$ cat src/rtl/kbd_text_pkg.sv
// Shared types for the keyboard text path: scancode constants, the edit command
// carried through the FIFO, decode/writer state encodings and the printable-key test.
package kbd_text_pkg;

  localparam logic [7:0] SC_BREAK = 8'hF0;
  localparam logic [7:0] SC_EXT   = 8'hE0;
  localparam logic [7:0] SC_BKSP  = 8'h66;
  localparam logic [7:0] SC_ENTER = 8'h5A;
  localparam logic [7:0] SC_ESC   = 8'h76;
  localparam logic [7:0] SC_SPACE = 8'h29;

  typedef enum logic [1:0] {OP_PUT, OP_BKSP, OP_ENTER, OP_CLEAR} cmd_op_t;

  typedef struct packed {
    cmd_op_t    op;
    logic [7:0] code;
  } cmd_t;

  typedef enum logic [1:0] {D_IDLE, D_BREAK, D_EXT} dec_state_t;

  typedef enum logic [1:0] {W_IDLE, W_PUT, W_BKSP, W_CLEAR} wr_state_t;

  // Set-2 make codes of letters, digits, space and the main punctuation keys.
  function automatic logic is_printable(input logic [7:0] code);
    case (code)
      8'h1C, 8'h32, 8'h21, 8'h23, 8'h24, 8'h2B, 8'h34, 8'h33, 8'h43,
      8'h3B, 8'h42, 8'h4B, 8'h3A, 8'h31, 8'h44, 8'h4D, 8'h15, 8'h2D,
      8'h1B, 8'h2C, 8'h3C, 8'h2A, 8'h1D, 8'h22, 8'h35, 8'h1A,
      8'h45, 8'h16, 8'h1E, 8'h26, 8'h25, 8'h2E, 8'h36, 8'h3D, 8'h3E, 8'h46,
      8'h29, 8'h0E, 8'h4E, 8'h55, 8'h54, 8'h5B, 8'h5D, 8'h4C, 8'h52,
      8'h41, 8'h49, 8'h4A: is_printable = 1'b1;
      default:             is_printable = 1'b0;
    endcase
  endfunction

endpackage

$ cat src/rtl/kbd_cmd_fifo.sv
// Small synchronous show-ahead FIFO for edit commands; a push into a full FIFO
// is accepted only when a pop happens in the same cycle, otherwise it is dropped.
module kbd_cmd_fifo #(
  parameter int DEPTH = 4,
  parameter int WIDTH = 10
) (
  input  logic             clk100,
  input  logic             reset,
  input  logic             push,
  input  logic [WIDTH-1:0] wdata,
  input  logic             pop,
  output logic [WIDTH-1:0] rdata,
  output logic             empty,
  output logic             drop
);

  localparam int AW = $clog2(DEPTH);
  localparam logic [AW-1:0] PTR_ONE = 1;
  localparam logic [AW:0]   CNT_ONE = 1;

  logic [WIDTH-1:0] mem [DEPTH];
  logic [AW-1:0]    wptr, rptr;
  logic [AW:0]      count;
  logic             full, do_push, do_pop;

  assign empty   = (count == '0);
  assign full    = (count == (AW+1)'(DEPTH));
  assign do_pop  = pop & ~empty;
  assign do_push = push & (~full | do_pop);
  assign drop    = push & ~do_push;
  assign rdata   = mem[rptr];

  always_ff @(posedge clk100) begin
    if (do_push) mem[wptr] <= wdata;
  end

  always_ff @(posedge clk100) begin
    if (reset) begin
      wptr  <= '0;
      rptr  <= '0;
      count <= '0;
    end else begin
      if (do_push) wptr <= wptr + PTR_ONE;
      if (do_pop)  rptr <= rptr + PTR_ONE;
      case ({do_push, do_pop})
        2'b10:   count <= count + CNT_ONE;
        2'b01:   count <= count - CNT_ONE;
        default: count <= count;
      endcase
    end
  end

endmodule

$ cat src/rtl/kbd_text_scheduler.sv
// Turns PS/2 scancodes into edit commands and writes them into the character RAM,
// yielding the RAM port to VGA fetch. Optional key-click tone: define KBD_TONE_EN.
module kbd_text_scheduler
  import kbd_text_pkg::*;
#(
  parameter int         COLS         = 80,
  parameter int         ROWS         = 30,
  parameter int         FIFO_DEPTH   = 4,
  parameter int         CLICK_CYCLES = 2_000_000,
  parameter logic [6:0] CLICK_PW     = 7'd64
) (
  input  logic        clk100,
  input  logic        reset,
  input  logic [7:0]  scan,
  input  logic        scan_valid,
  input  logic        vga_rd_req,
  output logic        ram_we,
  output logic [11:0] ram_addr,
  output logic [7:0]  ram_wdata,
  output logic [6:0]  cursor_col,
  output logic [4:0]  cursor_row,
  output logic        busy,
  output logic        overflow,
  output logic [6:0]  pulse_width
);

  dec_state_t  d_state, d_next;
  wr_state_t   w_state, w_next;
  logic        push, pop, fifo_empty, fifo_drop, pending;
  cmd_t        push_cmd, fifo_out;
  logic [7:0]  cmd_code, wdata_c;
  logic [11:0] sweep_addr, sweep_n, addr_c;
  logic [6:0]  col_n, bk_col, adv_col;
  logic [4:0]  row_n, bk_row, adv_row, next_row;

  function automatic logic [11:0] addr_of(input logic [6:0] col, input logic [4:0] row);
    addr_of = 12'(row) * 12'(COLS) + 12'(col);
  endfunction

  always_comb begin
    d_next   = d_state;
    push     = 1'b0;
    push_cmd = '{op: OP_PUT, code: scan};
    if (scan_valid) begin
      case (d_state)
        D_IDLE: begin
          if (scan == SC_BREAK)    d_next = D_BREAK;
          else if (scan == SC_EXT) d_next = D_EXT;
          else begin
            push = 1'b1;
            case (scan)
              SC_BKSP:  push_cmd.op = OP_BKSP;
              SC_ENTER: push_cmd.op = OP_ENTER;
              SC_ESC:   push_cmd.op = OP_CLEAR;
              default:  push = is_printable(scan);
            endcase
          end
        end
        D_BREAK: d_next = D_IDLE;
        D_EXT:   d_next = (scan == SC_BREAK) ? D_BREAK : D_IDLE;
        default: d_next = D_IDLE;
      endcase
    end
  end

  kbd_cmd_fifo #(.DEPTH(FIFO_DEPTH), .WIDTH($bits(cmd_t))) u_fifo (
    .clk100 (clk100),
    .reset  (reset),
    .push   (push),
    .wdata  (push_cmd),
    .pop    (pop),
    .rdata  (fifo_out),
    .empty  (fifo_empty),
    .drop   (fifo_drop)
  );

  // Cursor neighbours: one step forward (with line and screen wrap) and one step back.
  assign next_row = (cursor_row == 5'(ROWS-1)) ? 5'd0 : cursor_row + 5'd1;
  assign adv_col  = (cursor_col == 7'(COLS-1)) ? 7'd0 : cursor_col + 7'd1;
  assign adv_row  = (cursor_col == 7'(COLS-1)) ? next_row : cursor_row;
  assign bk_col   = (cursor_col != 7'd0) ? cursor_col - 7'd1 : 7'(COLS-1);
  assign bk_row   = (cursor_col != 7'd0) ? cursor_row : cursor_row - 5'd1;

  always_comb begin
    w_next  = w_state;
    col_n   = cursor_col;
    row_n   = cursor_row;
    sweep_n = sweep_addr;
    pop     = 1'b0;
    pending = 1'b0;
    addr_c  = '0;
    wdata_c = '0;
    case (w_state)
      W_IDLE: begin
        if (!fifo_empty) begin
          pop = 1'b1;
          case (fifo_out.op)
            OP_PUT:   w_next = W_PUT;
            OP_BKSP:  w_next = W_BKSP;
            OP_ENTER: begin
              col_n = 7'd0;
              row_n = next_row;
            end
            OP_CLEAR: begin
              w_next  = W_CLEAR;
              sweep_n = '0;
            end
            default:  w_next = W_IDLE;
          endcase
        end
      end
      W_PUT: begin
        pending = 1'b1;
        addr_c  = addr_of(cursor_col, cursor_row);
        wdata_c = cmd_code;
        if (!vga_rd_req) begin
          col_n  = adv_col;
          row_n  = adv_row;
          w_next = W_IDLE;
        end
      end
      W_BKSP: begin
        if (cursor_col == 7'd0 && cursor_row == 5'd0) begin
          w_next = W_IDLE;
        end else begin
          pending = 1'b1;
          addr_c  = addr_of(bk_col, bk_row);
          wdata_c = SC_SPACE;
          if (!vga_rd_req) begin
            col_n  = bk_col;
            row_n  = bk_row;
            w_next = W_IDLE;
          end
        end
      end
      W_CLEAR: begin
        pending = 1'b1;
        addr_c  = sweep_addr;
        wdata_c = SC_SPACE;
        if (!vga_rd_req) begin
          if (sweep_addr == 12'(COLS*ROWS-1)) begin
            col_n  = 7'd0;
            row_n  = 5'd0;
            w_next = W_IDLE;
          end else begin
            sweep_n = sweep_addr + 12'd1;
          end
        end
      end
      default: w_next = W_IDLE;
    endcase
  end

  always_ff @(posedge clk100) begin
    if (reset) begin
      d_state    <= D_IDLE;
      w_state    <= W_IDLE;
      cursor_col <= '0;
      cursor_row <= '0;
      sweep_addr <= '0;
      cmd_code   <= '0;
      overflow   <= 1'b0;
    end else begin
      d_state    <= d_next;
      w_state    <= w_next;
      cursor_col <= col_n;
      cursor_row <= row_n;
      sweep_addr <= sweep_n;
      if (pop) cmd_code <= fifo_out.code;
      overflow   <= overflow | fifo_drop;
    end
  end

  assign ram_we    = pending & ~vga_rd_req;
  assign ram_addr  = addr_c;
  assign ram_wdata = wdata_c;
  assign busy      = (w_state != W_IDLE) | ~fifo_empty;

`ifdef KBD_TONE_EN
  localparam int CW = $clog2(CLICK_CYCLES + 1);
  logic [CW-1:0] click_cnt;

  // Every accepted PUT restarts the click, so fast typing extends the tone.
  always_ff @(posedge clk100) begin
    if (reset)
      click_cnt <= '0;
    else if (push && !fifo_drop && push_cmd.op == OP_PUT)
      click_cnt <= CW'(CLICK_CYCLES);
    else if (click_cnt != '0)
      click_cnt <= click_cnt - CW'(1);
  end

  assign pulse_width = (click_cnt != '0) ? CLICK_PW : 7'd0;
`else
  logic unused_tone_cfg;
  assign unused_tone_cfg = ^{CLICK_PW, CLICK_CYCLES};
  assign pulse_width     = 7'd0;
`endif

endmodule
$ cat config.mk
export PLATFORM = sky130hd
export DESIGN_NAME = kbd_text_scheduler
export DESIGN_NICKNAME = d
export VERILOG_FILES = /design/src/rtl/kbd_text_pkg.sv /design/src/rtl/kbd_cmd_fifo.sv /design/src/rtl/kbd_text_scheduler.sv
export SDC_FILE = /design/constraint.sdc
export NUM_CORES = 1
export LEC_CHECK = 0
export BUFFER_PORTS_ARGS = -buffer_cell sky130_fd_sc_hd__buf_4
export CAP_MARGIN = 20
export CORE_ASPECT_RATIO = 0.75
export CORE_MARGIN = 3
export CORE_UTILIZATION = 60
export CTS_BUF_LIST = sky130_fd_sc_hd__clkbuf_8 sky130_fd_sc_hd__clkbuf_16
export DETAILED_ROUTE_END_ITERATION = 6
export HOLD_SLACK_MARGIN = 0.12
export PLACE_DENSITY = 0.81
export SKIP_CTS_REPAIR_TIMING = 1
export SYNTH_ARGS = -nofsm -noshare
export SYNTH_HDL_FRONTEND = slang
export SYNTH_SLANG_ARGS = --single-unit
$ cat constraint.sdc
create_clock -name clk100 -period 13 [get_ports clk100]
set_clock_uncertainty 0.05 [all_clocks]
set_input_delay 1.95 -clock clk100 [delete_from_list [all_inputs] [get_ports clk100]]
set_output_delay 1.95 -clock clk100 [all_outputs]
set_load 0.02 [all_outputs]
==> flow_metrics.py, run 1 <==
metrics = {
    "clocking": {
        "cts_tree": "yes",
        "clkLatencyLatePin_ps": 330,
        "htreeDepth": 3,
        "cts_buffers": 9,
        "clkTransAtPathRegs_ps": 60,
        "ctsRootBufferMaster": "clkbuf_16",
        "cts_sinks": 86,
        "cts.path.max_buffers": 2,
    },
    "grt": {
        "overflow": 0,
        "gr-usage-all-layers": 0.2629,
        "grt_max_degree": 41,
        "grt_antenna_before_repair": 0,
        "grt_pass1_wl_mm": 22.78,
        "grt_pass1_vias": 4514,
    },
    "finish": {
        "final_cell_mix": "53 x nand2_1, 53 x nor2_1, 50 x a21oi_1, 50 x buf_4, 46 x dfxtp_1",
        "diodes": 0,
        "syn_to_final_growth_pct": 11.24,
        "drive_gt1_frac": 0.1401,
        "nets": 675,
    },
    "placed_design": {
        "place_hpwl_mm": 9.927,
        "place_ws_ps": 6550,
        "gp_congestion": 0.9262,
        "port_buffers": 46,
    },
    "routing": {
        "via_per_inst": 6.202,
        "wirelength_mm": 13.83,
        "drcViolationCount": 0,
        "routedWlPerCell_um": 18.29,
        "vias": 4689,
        "drt-initial-drc-count": 640,
        "first_pass_iters": 6,
        "antenna_left": 0,
    },
    "floorplanning": {
        "rows": 30,
        "die_h_um": 90.06,
        "coreArea_um2": 9121,
        "io_pins": 54,
        "start_util": 0.6198,
        "dieArea_um2": 10630,
        "die_w_um": 118.1,
    },
    "sta": {
        "setup_total_negative_slack_ps": 0,
        "fin_crit_sh": 0.5300,
        "max-slew-margin-rel": 0.2765,
        "hold_viol": 0,
        "layout_min_cycle_time_ps": 6890,
        "setup_ws_ps": 6110,
        "finalMaxSlewViolations": 0,
        "tightest_slew_ps": 1080,
        "rsz0062_at_grt": "false",
        "setup-violations-final": 0,
        "fmax_mhz": 145.1,
    },
    "yosys": {
        "synthMuxAreaShare": 0.05865,
        "synth_cell_types": 73,
        "ys_ff_latch": 86,
        "synth_area_per_cell_um2": 9.422,
        "synth_top_area_frac": 0.2125,
        "synth_cells": 600,
        "synth_xor_area_frac": 0.05865,
        "asyncSetResetFlopFracSynth": 0,
        "syn_area_um2": 5653,
        "synth_compound_area_frac": 0.1596,
        "synthSimpleGateAreaFrac": 0.1930,
        "synth-main-ff-cell": "dfxtp_1",
        "synth.area.top_cells": "edfxtp_1 21%, dfxtp_1 16%, ha_1 7.7%, a21oi_1 4.4%, mux4_2 4.0%",
        "ys_seq_area_frac": 0.3754,
        "synthAdderAreaFrac": 0.09517,
        "synth-edff-count": 40,
        "yosys_warnings": 0,
        "synth_top_family_by_area": "simple AND/OR/NAND/NOR gates",
        "synth_area_leader_cell": "edfxtp_1",
    },
    "worst_hold_path": {
        "hold_start": "cmd_code[6]",
        "worstHoldPathType": "reg -> reg",
    },
    "critical_path": {
        "cp_cell_sequence": "inv_1 > ha_1 > or4b_4 > or3_1 > nor2_1 > xnor2_1 > xnor2_1 > ha_1 > fa_1 > nand2_1 > nor3b_1 > a22oi_1 > mux2_1 > o311ai_1 > buf_4",
        "r2r-start": "w_state[0]",
        "cp_slowest_cell": "fa_1",
        "arrival_ps": 4890,
        "path_max_fanout": 11,
        "crit_start": "cursor_col[0]",
        "startpoint_type": "flip-flop",
        "max_stage_delay_ps": 580,
        "worstPathRequired_ps": 11000,
        "end_kind": "primary output",
        "critPathKind": "reg -> out",
    },
    "power": {
        "seqPwrFrac": 0.287,
        "p_leak_nw": 2.360,
        "clkPwrFrac": 0.221,
        "p_comb_frac": 0.492,
        "switching_share": 0.4193,
        "p_sw_uw": 501.1,
        "p_per_area_nw_per_um2": 190.0,
        "p_int_uw": 694.1,
        "ir_drop_v": 0.0001533,
    },
    "outcome": {
        "status": "complete, no violations",
    },
    "job": {
        "cap_violations": 0,
    },
}
[critical path, delay by kind of cell, from the launching register on]
| family | cells | cell delay, ps |
|---|---|---|
| flip-flops | 1 | 410 |
| AO/OA/AOI/OAI | 2 | 420 |
| multiplexers | 1 | 300 |
| AND/OR/NAND/NOR | 5 | 1760 |
| XOR/XNOR | 2 | 340 |
| buffers and inverters | 2 | 310 |
| adder cells (fa/ha/maj) | 3 | 1020 |
[layout make-up]
class                      instances  area [um2]
inverter                          27       101.3
tap                              128       160.2
sequential                        86        2122
clock buffer                       9       225.2
timing repair buffer              50       375.4
fill                             699        2833
clock inverter                     7       83.83
multi-input combinational        449        3221
[logic make-up after synthesis]
logic type               after synthesis
multiplexers                          20
AO/OA/AOI/OAI                        135
XOR/XNOR                              37
other                                  1
adder cells (fa/ha/maj)               40
flip-flops                            86
buffers and inverters                 71
AND/OR/NAND/NOR                      210
[through the flow]
stage	cell area, um2	instances	total power, mW	hold WS [ps]	util
finish	6289	756	1.195	397.7	0.6894
floorplan	5675	606	0.7850	381.7	-
CTS	6289	756	1.184	400.7	0.6894
global placement	5979	740	0.8959	388.0	0.6556
detailed placement	5979	740	0.9155	392.9	0.6556
global route	6289	756	1.269	426.7	0.6894
[cells in the mapped netlist (all sizes together), types with 7 or more instances]
master / n
nand2b: 10
nand4: 11
nand3: 19
mux4: 10
dfxtp: 46
a21oi: 50
and3: 7
xor2: 16
nor4: 7
ha: 35
edfxtp: 40
o21ai: 20
xnor2: 21
and2: 8
nand2: 53
nor3: 7
inv: 27
clkbuf: 26
or3: 7
nor2: 53
buf: 18
[power groups by stage]
stage                     Sequential, mW  Combinational (mW)  Clock [mW]
after floorplan                    0.333               0.452           0
after global placement             0.346               0.550           0
after detailed placement           0.348               0.568           0
after CTS                          0.343               0.573       0.268
after global routing               0.348               0.641       0.280
final                              0.343               0.588       0.264
[state kept, by name (all words and copies together), names as in the netlist, named ones only]
| signal | count |
|---|---|
| u_fifo.mem | 40 |
| sweep_addr | 12 |
| cmd_code | 8 |
| cursor_col | 7 |
| cursor_row | 5 |
| u_fifo.count | 3 |
| d_state | 2 |
| u_fifo.rptr | 2 |
| u_fifo.wptr | 2 |
| w_state | 2 |
| overflow | 1 |
[worst paths after layout]
kind / end / slack (ps) / cells after the start
worst max-delay path: ram_addr[11] / 6110 / 15
worst min-delay path: cmd_code[6] / 400 / 2
worst max register to register: u_fifo.count[2] / 9810 / 9
worst min register to register: cmd_code[6] / 400 / 2
[per-layer routing]
layer / GRT usage / part of all wire
met5: 0 / 0
met4: 0.07024 / 0.014
met3: 0.07170 / 0.11
met2: 0.3880 / 0.44
met1: 0.3818 / 0.44
No activity file was read; power rests on OpenSTA's default activity.
==> run 2, diff against run 1 <==
--- a/config.mk
+++ b/config.mk
@@ -9,11 +9,11 @@
 export CAP_MARGIN = 20
 export CORE_ASPECT_RATIO = 0.75
 export CORE_MARGIN = 3
-export CORE_UTILIZATION = 60
+export CORE_UTILIZATION = 54
 export CTS_BUF_LIST = sky130_fd_sc_hd__clkbuf_8 sky130_fd_sc_hd__clkbuf_16
 export DETAILED_ROUTE_END_ITERATION = 6
 export HOLD_SLACK_MARGIN = 0.12
-export PLACE_DENSITY = 0.81
+export PLACE_DENSITY = 0.77
 export SKIP_CTS_REPAIR_TIMING = 1
 export SYNTH_ARGS = -nofsm -noshare
 export SYNTH_HDL_FRONTEND = slang
==> constraint.sdc (replaced) <==
create_clock -name clk100 -period 6.03 [get_ports clk100]
set_clock_uncertainty 0.05 [all_clocks]
set_input_delay 0.9045 -clock clk100 [delete_from_list [all_inputs] [get_ports clk100]]
set_output_delay 0.9045 -clock clk100 [all_outputs]
set_load 0.02 [all_outputs]
==> run 2 against run 1 <==
Effect of this change:
- wire length fell by 0.27%
- clock power rose by 85%
- first-iteration DRC count fell by 24%
- hold slack barely moved
- count of clock-buffer cells in the layout did not move
- total power rose by 110%
- design area fell by 0.42%
- combinational power rose by 120%
- largest power group unchanged
==> flow_metrics.py, run 2 (synthesis results as in run 1) <==
metrics = {
    "floorplanning": {
        "dieArea_um2": 11740,
        "coreArea_um2": 9930,
        "start_util": 0.5693,
        "die_h_um": 94.61,
        "rows": 31,
        "die_w_um": 124.1,
        "io_pins": 54,
    },
    "routing": {
        "routedWlPerCell_um": 18.10,
        "vias": 4702,
        "drcViolationCount": 0,
        "antenna_left": 0,
        "via_per_inst": 6.171,
        "drt-initial-drc-count": 486,
        "wirelength_mm": 13.79,
        "first_pass_iters": 5,
    },
    "finish": {
        "final_cell_mix": "53 x nand2_1, 53 x nor2_1, 51 x buf_4",
        "largest_register_ffs": 40,
        "register_area_um2": 2122,
        "reg.largest.list": "u_fifo.mem: 40 flops, sweep_addr: 12 flops, cmd_code: 8 flops",
        "syn_to_final_growth_pct": 10.78,
        "drive_gt1_frac": 0.1429,
        "diodes": 0,
        "nets": 677,
        "multiInputGateArea_um2": 3226,
        "largest_register": "u_fifo.mem",
        "fillCellCount": 802,
        "layout.cells.non_filler": 762,
    },
    "sta": {
        "fin_crit_sh": 0.9424,
        "finalMaxSlewViolations": 0,
        "whs_ps": 398.2,
        "hold_viol": 0,
        "layout_min_cycle_time_ps": 5683,
        "fmax_mhz": 176.0,
        "setup_total_negative_slack_ps": 0,
        "rsz0062_at_grt": "false",
        "setup-violations-final": 0,
        "max-slew-margin-rel": 0.3470,
        "tightest_slew_ps": 965.9,
    },
    "power": {
        "clkPwrFrac": 0.196,
        "seqPwrFrac": 0.296,
        "p_per_area_nw_per_um2": 398.3,
        "p_sw_mw": 1.077,
        "ir_drop_v": 0.0003450,
        "p_leak_nw": 2.342,
        "p_comb_frac": 0.507,
        "switching_share": 0.4320,
        "p_int_mw": 1.417,
    },
    "clocking": {
        "cts.path.max_buffers": 2,
        "clkLatencyLatePin_ps": 340,
        "clkTransAtPathRegs_ps": 60,
        "cts_sinks": 86,
        "cts_tree": "yes",
        "htreeDepth": 3,
        "ctsRootBufferMaster": "clkbuf_16",
        "cts_buffers": 9,
    },
    "grt": {
        "grt_antenna_before_repair": 0,
        "grt-busiest-layer": "met2",
        "use_met2": 0.3597,
        "grt_max_degree": 41,
        "gr-usage-met1": 0.3590,
        "gr-usage-all-layers": 0.2453,
        "grt_pass1_wl_mm": 22.33,
        "overflow": 0,
        "grt_pass1_vias": 4476,
        "use_met3": 0.05269,
    },
    "critical_path": {
        "worstPathRequired_ps": 5080,
        "path_max_fanout": 11,
        "critPathKind": "reg -> out",
        "r2r_cells": 7,
        "startpoint_type": "flip-flop",
        "end_kind": "primary output",
        "arrival_ps": 4730,
    },
    "placed_design": {
        "dp.cells": 745,
        "port_buffers": 46,
        "gp_congestion": 0.8891,
        "place_hpwl_mm": 9.845,
    },
    "worst_hold_path": {
        "hold-path-cell-count": 2,
        "worstHoldPathType": "reg -> reg",
    },
    "job": {
        "cap_violations": 0,
    },
    "outcome": {
        "status": "complete, no violations",
    },
}
-- run 2: changes by cell type in the layout (fill, tap and decap cells not counted) --
cell and change:
clkinvlp_4 +1, or3_4 +1, clkinv_1 +1, or3_1 -1, buf_4 +1, bufinv_16 -2
buf_2 +1
-- run 2: cell type report --
cell class                      instances  share of cell area
Clock buffer                            9             0.03596
Timing Repair Buffer                   52             0.06194
Inverter                               27             0.01618
Tap cell                              132             0.02637
Clock inverter                          7            0.005594
Multi-Input combinational cell        449              0.5151
Sequential cell                        86              0.3389
-- run 2: path summary, 6_finish.rpt --
kind	startpoint	endpoint	slack [ps]
setup / recovery	cursor_col[0]	ram_addr[11]	350
hold / removal	cmd_code[6]	cmd_code[6]	400
setup reg to reg	sweep_addr[0]	cursor_row[1]	2940
hold reg to reg	cmd_code[6]	cmd_code[6]	400
-- run 2: metrics by stage --
stage / power (mW) / utilization / setup slack (ps) / instance area (um2)
after floorplan: 1.692 / - / 689.9 / 5675
after global placement: 1.949 / 0.6035 / 824.7 / 5992
after detailed placement: 1.979 / 0.6035 / 655.5 / 5992
after CTS: 2.476 / 0.6297 / 257.7 / 6252
after global routing: 2.657 / 0.6307 / 117.6 / 6262
final: 2.494 / 0.6307 / 347.5 / 6262
-- run 2: critical path: stages, from the launching register on --
cell	delay, ps
dfxtp_1	430
inv_1	100
ha_1	210
or4b_4	540
or3_4	440
nor2_1	200
xnor2_1	210
xnor2_1	120
ha_1	240
fa_1	590
nand2_1	140
nor3b_1	270
a22oi_1	130
mux2_1	320
o311ai_1	240
buf_4	190
-- run 2: power groups by stage --
stage	Clock, mW	Combinational (mW)	Sequential, mW
after CTS	0.498	1.24	0.739
after global routing	0.520	1.39	0.747
after floorplan	0	0.974	0.719
after detailed placement	0	1.23	0.751
after global placement	0	1.20	0.747
final	0.489	1.27	0.739
-- run 2: metal layers --
| metal | up-vias | wire, um |
|---|---|---|
| met5 | - | 0 |
| met3 | 20 | 1040 |
| met2 | 193 | 6052 |
| li1 | 2224 | - |
| met4 | 0 | 174 |
| met1 | 2265 | 6525 |
==> run 3, diff against run 2 <==
--- a/config.mk
+++ b/config.mk
@@ -7,13 +7,15 @@
 export LEC_CHECK = 0
 export BUFFER_PORTS_ARGS = -buffer_cell sky130_fd_sc_hd__buf_4
 export CAP_MARGIN = 20
+export CELL_PAD_IN_SITES_DETAIL_PLACEMENT = 1
+export CELL_PAD_IN_SITES_GLOBAL_PLACEMENT = 1
 export CORE_ASPECT_RATIO = 0.75
 export CORE_MARGIN = 3
-export CORE_UTILIZATION = 54
+export CORE_UTILIZATION = 42
 export CTS_BUF_LIST = sky130_fd_sc_hd__clkbuf_8 sky130_fd_sc_hd__clkbuf_16
 export DETAILED_ROUTE_END_ITERATION = 6
 export HOLD_SLACK_MARGIN = 0.12
-export PLACE_DENSITY = 0.77
+export PLACE_DENSITY_LB_ADDON = 0.1
 export SKIP_CTS_REPAIR_TIMING = 1
 export SYNTH_ARGS = -nofsm -noshare
 export SYNTH_HDL_FRONTEND = slang
==> constraint.sdc (replaced) <==
create_clock -name clk100 -period 6.03 [get_ports clk100]
set_clock_uncertainty 0.05 [all_clocks]
set_input_delay 0.9045 -clock clk100 [delete_from_list [all_inputs] [get_ports clk100]]
set_output_delay 0.9045 -clock clk100 [all_outputs]
set_load 0.01 [all_outputs]
==> run 3 against run 2 <==
Effect of this change:
- flip-flop and latch count did not move
- register-to-register slack got worse by 290 ps
- wire length rose by 15%
- final cell count rose by 4.6%
- first-iteration DRC count fell by 8.4%
- critical endpoint unchanged
==> flow_metrics.py, run 3 (synthesis results as in run 1) <==
metrics = {
    "finish": {
        "diodes": 0,
        "syn_to_final_growth_pct": 12.00,
        "largest_register_ffs": 40,
        "layout.cells.non_filler": 797,
        "final_util": 0.4847,
        "reg.largest.list": "u_fifo.mem: 40 flops, sweep_addr: 12 flops, cmd_code: 8 flops",
        "final_cell_area_um2": 6331,
        "nets": 673,
        "largest_register": "u_fifo.mem",
        "register_area_um2": 2122,
        "fillCellCount": 1527,
        "drive_gt1_frac": 0.1470,
        "final_cell_mix": "53 x nand2_1, 53 x nor2_1, 50 x a21oi_1",
        "multiInputGateArea_um2": 3236,
    },
    "power": {
        "p_sw_mw": 1.129,
        "ir_drop_v": 0.0002193,
        "seqPwrFrac": 0.290,
        "switching_share": 0.4418,
        "p_per_area_nw_per_um2": 403.6,
        "p_int_mw": 1.427,
        "p_leak_nw": 2.334,
        "p_comb_frac": 0.493,
        "clkPwrFrac": 0.217,
    },
    "routing": {
        "antenna_left": 0,
        "drt-initial-drc-count": 445,
        "drcViolationCount": 0,
        "routedWlPerCell_um": 19.98,
        "vias": 4757,
        "first_pass_iters": 7,
        "wirelength_mm": 15.93,
        "via_per_inst": 5.969,
    },
    "floorplanning": {
        "io_pins": 54,
        "die_w_um": 140.0,
        "die_h_um": 106.5,
        "start_util": 0.4328,
        "coreArea_um2": 13060,
        "rows": 36,
        "dieArea_um2": 14900,
    },
    "critical_path": {
        "critPathKind": "reg -> out",
        "end_kind": "primary output",
        "r2r-start": "sweep_addr[0]",
        "cp_cell_sequence": "inv_1 > ha_1 > or4b_4 > or3_4 > nor2_1 > xnor2_1 > xnor2_1 > ha_1 > fa_1 > nand2_1 > nor3b_1 > a22oi_1 > mux2_1 > o311ai_1 > buf_4",
        "startpoint_type": "flip-flop",
        "arrival_ps": 4700,
        "worstPathRequired_ps": 5080,
        "path_max_fanout": 11,
        "r2r_cells": 7,
        "rrSetupSlack_ps": 2650,
        "max_stage_delay_ps": 560,
        "cp_slowest_cell": "fa_1",
        "crit_start": "cursor_col[0]",
        "r2r_end": "cursor_row[2]",
    },
    "worst_hold_path": {
        "worstHoldPathType": "reg -> reg",
        "hold_start": "cmd_code[7]",
        "hold-path-cell-count": 2,
        "min_to": "cmd_code[7]",
    },
    "clocking": {
        "clkLatencyLatePin_ps": 350,
        "clkTransAtPathRegs_ps": 70,
        "cts_tree": "yes",
        "htreeDepth": 3,
        "ctsRootBufferMaster": "clkbuf_16",
        "cts.path.max_buffers": 2,
        "cts_sinks": 86,
        "cts_buffers": 9,
    },
    "placed_design": {
        "dp.cells": 781,
        "dpl_cell_area_um2": 6028,
        "port_buffers": 46,
        "place_ws_ps": 619.5,
        "gp_congestion": 0.8828,
        "place_hpwl_mm": 11.67,
    },
    "grt": {
        "grt_pass1_vias": 4762,
        "gr-usage-all-layers": 0.2209,
        "grt_pass1_wl_mm": 26.21,
        "grt_antenna_before_repair": 0,
        "grt_max_degree": 41,
        "overflow": 0,
    },
    "job": {
        "cap_violations": 0,
    },
    "sta": {
        "hold_viol": 0,
        "setup_ws_ps": 374.7,
        "finalMaxSlewViolations": 0,
        "setup-violations-final": 0,
        "setup_total_negative_slack_ps": 0,
        "max-slew-margin-rel": 0.3103,
        "rsz0062_at_grt": "false",
        "tightest_slew_ps": 1028,
        "fmax_mhz": 176.8,
        "fin_crit_sh": 0.9379,
        "layout_min_cycle_time_ps": 5655,
    },
    "outcome": {
        "status": "complete, no violations",
    },
}
run 3: cell count changes in the layout (fill, tap and decap cells not counted), sizes merged:
cell / delta
inv: +1
buf: -4
clkinvlp: -1
run 3: through the flow:
step                      hold WS [ps]  power, mW
after detailed placement         396.5      1.991
after CTS                        406.9      2.556
after global placement           390.9      1.958
after global routing             431.9      2.732
after floorplan                  381.7      1.672
final                            402.9      2.556
run 3: worst max path at each step:
stage / slack, ps / end
finish: 370 / ram_addr[11]
global route: 50 / ram_addr[11]
CTS: 230 / ram_addr[11]
detailed placement: 620 / ram_addr[11]
global placement: 860 / ram_addr[11]
floorplan: 960 / ram_addr[11]
run 3: cell type report:
| class | instances | share of cell area |
|---|---|---|
| Tap cell | 171 | 0.03379 |
| Clock buffer | 9 | 0.03557 |
| Timing Repair Buffer | 48 | 0.05692 |
| Inverter | 27 | 0.01601 |
| Multi-Input combinational cell | 449 | 0.5111 |
| Clock inverter | 7 | 0.01146 |
| Sequential cell | 86 | 0.3352 |
run 3: power groups by stage:
stage / Sequential, mW / Clock, mW / Combinational [mW]
after floorplan: 0.714 / 0 / 0.958
after global placement: 0.752 / 0 / 1.21
after detailed placement: 0.755 / 0 / 1.24
after CTS: 0.743 / 0.567 / 1.25
after global routing: 0.753 / 0.593 / 1.39
final: 0.742 / 0.553 / 1.26
run 3: per-layer routing:
metal	wire [um]	GRT usage	vias up	share of wire
met5	0	0	-	0
met4	183	0.04633	0	0.011
met3	976	0.04991	18	0.061
met2	6789	0.3291	141	0.43
met1	7978	0.3284	2369	0.50
li1	-	-	2229	-
run 3: critical path, delay by kind of cell, from the launching register on:
family	cells	cell delay, ps
simple gates	5	1580
fa+ha+maj	3	1000
flops	1	430
compound gates	2	400
xor+xnor	2	350
mux	1	310
buf+inv	2	290
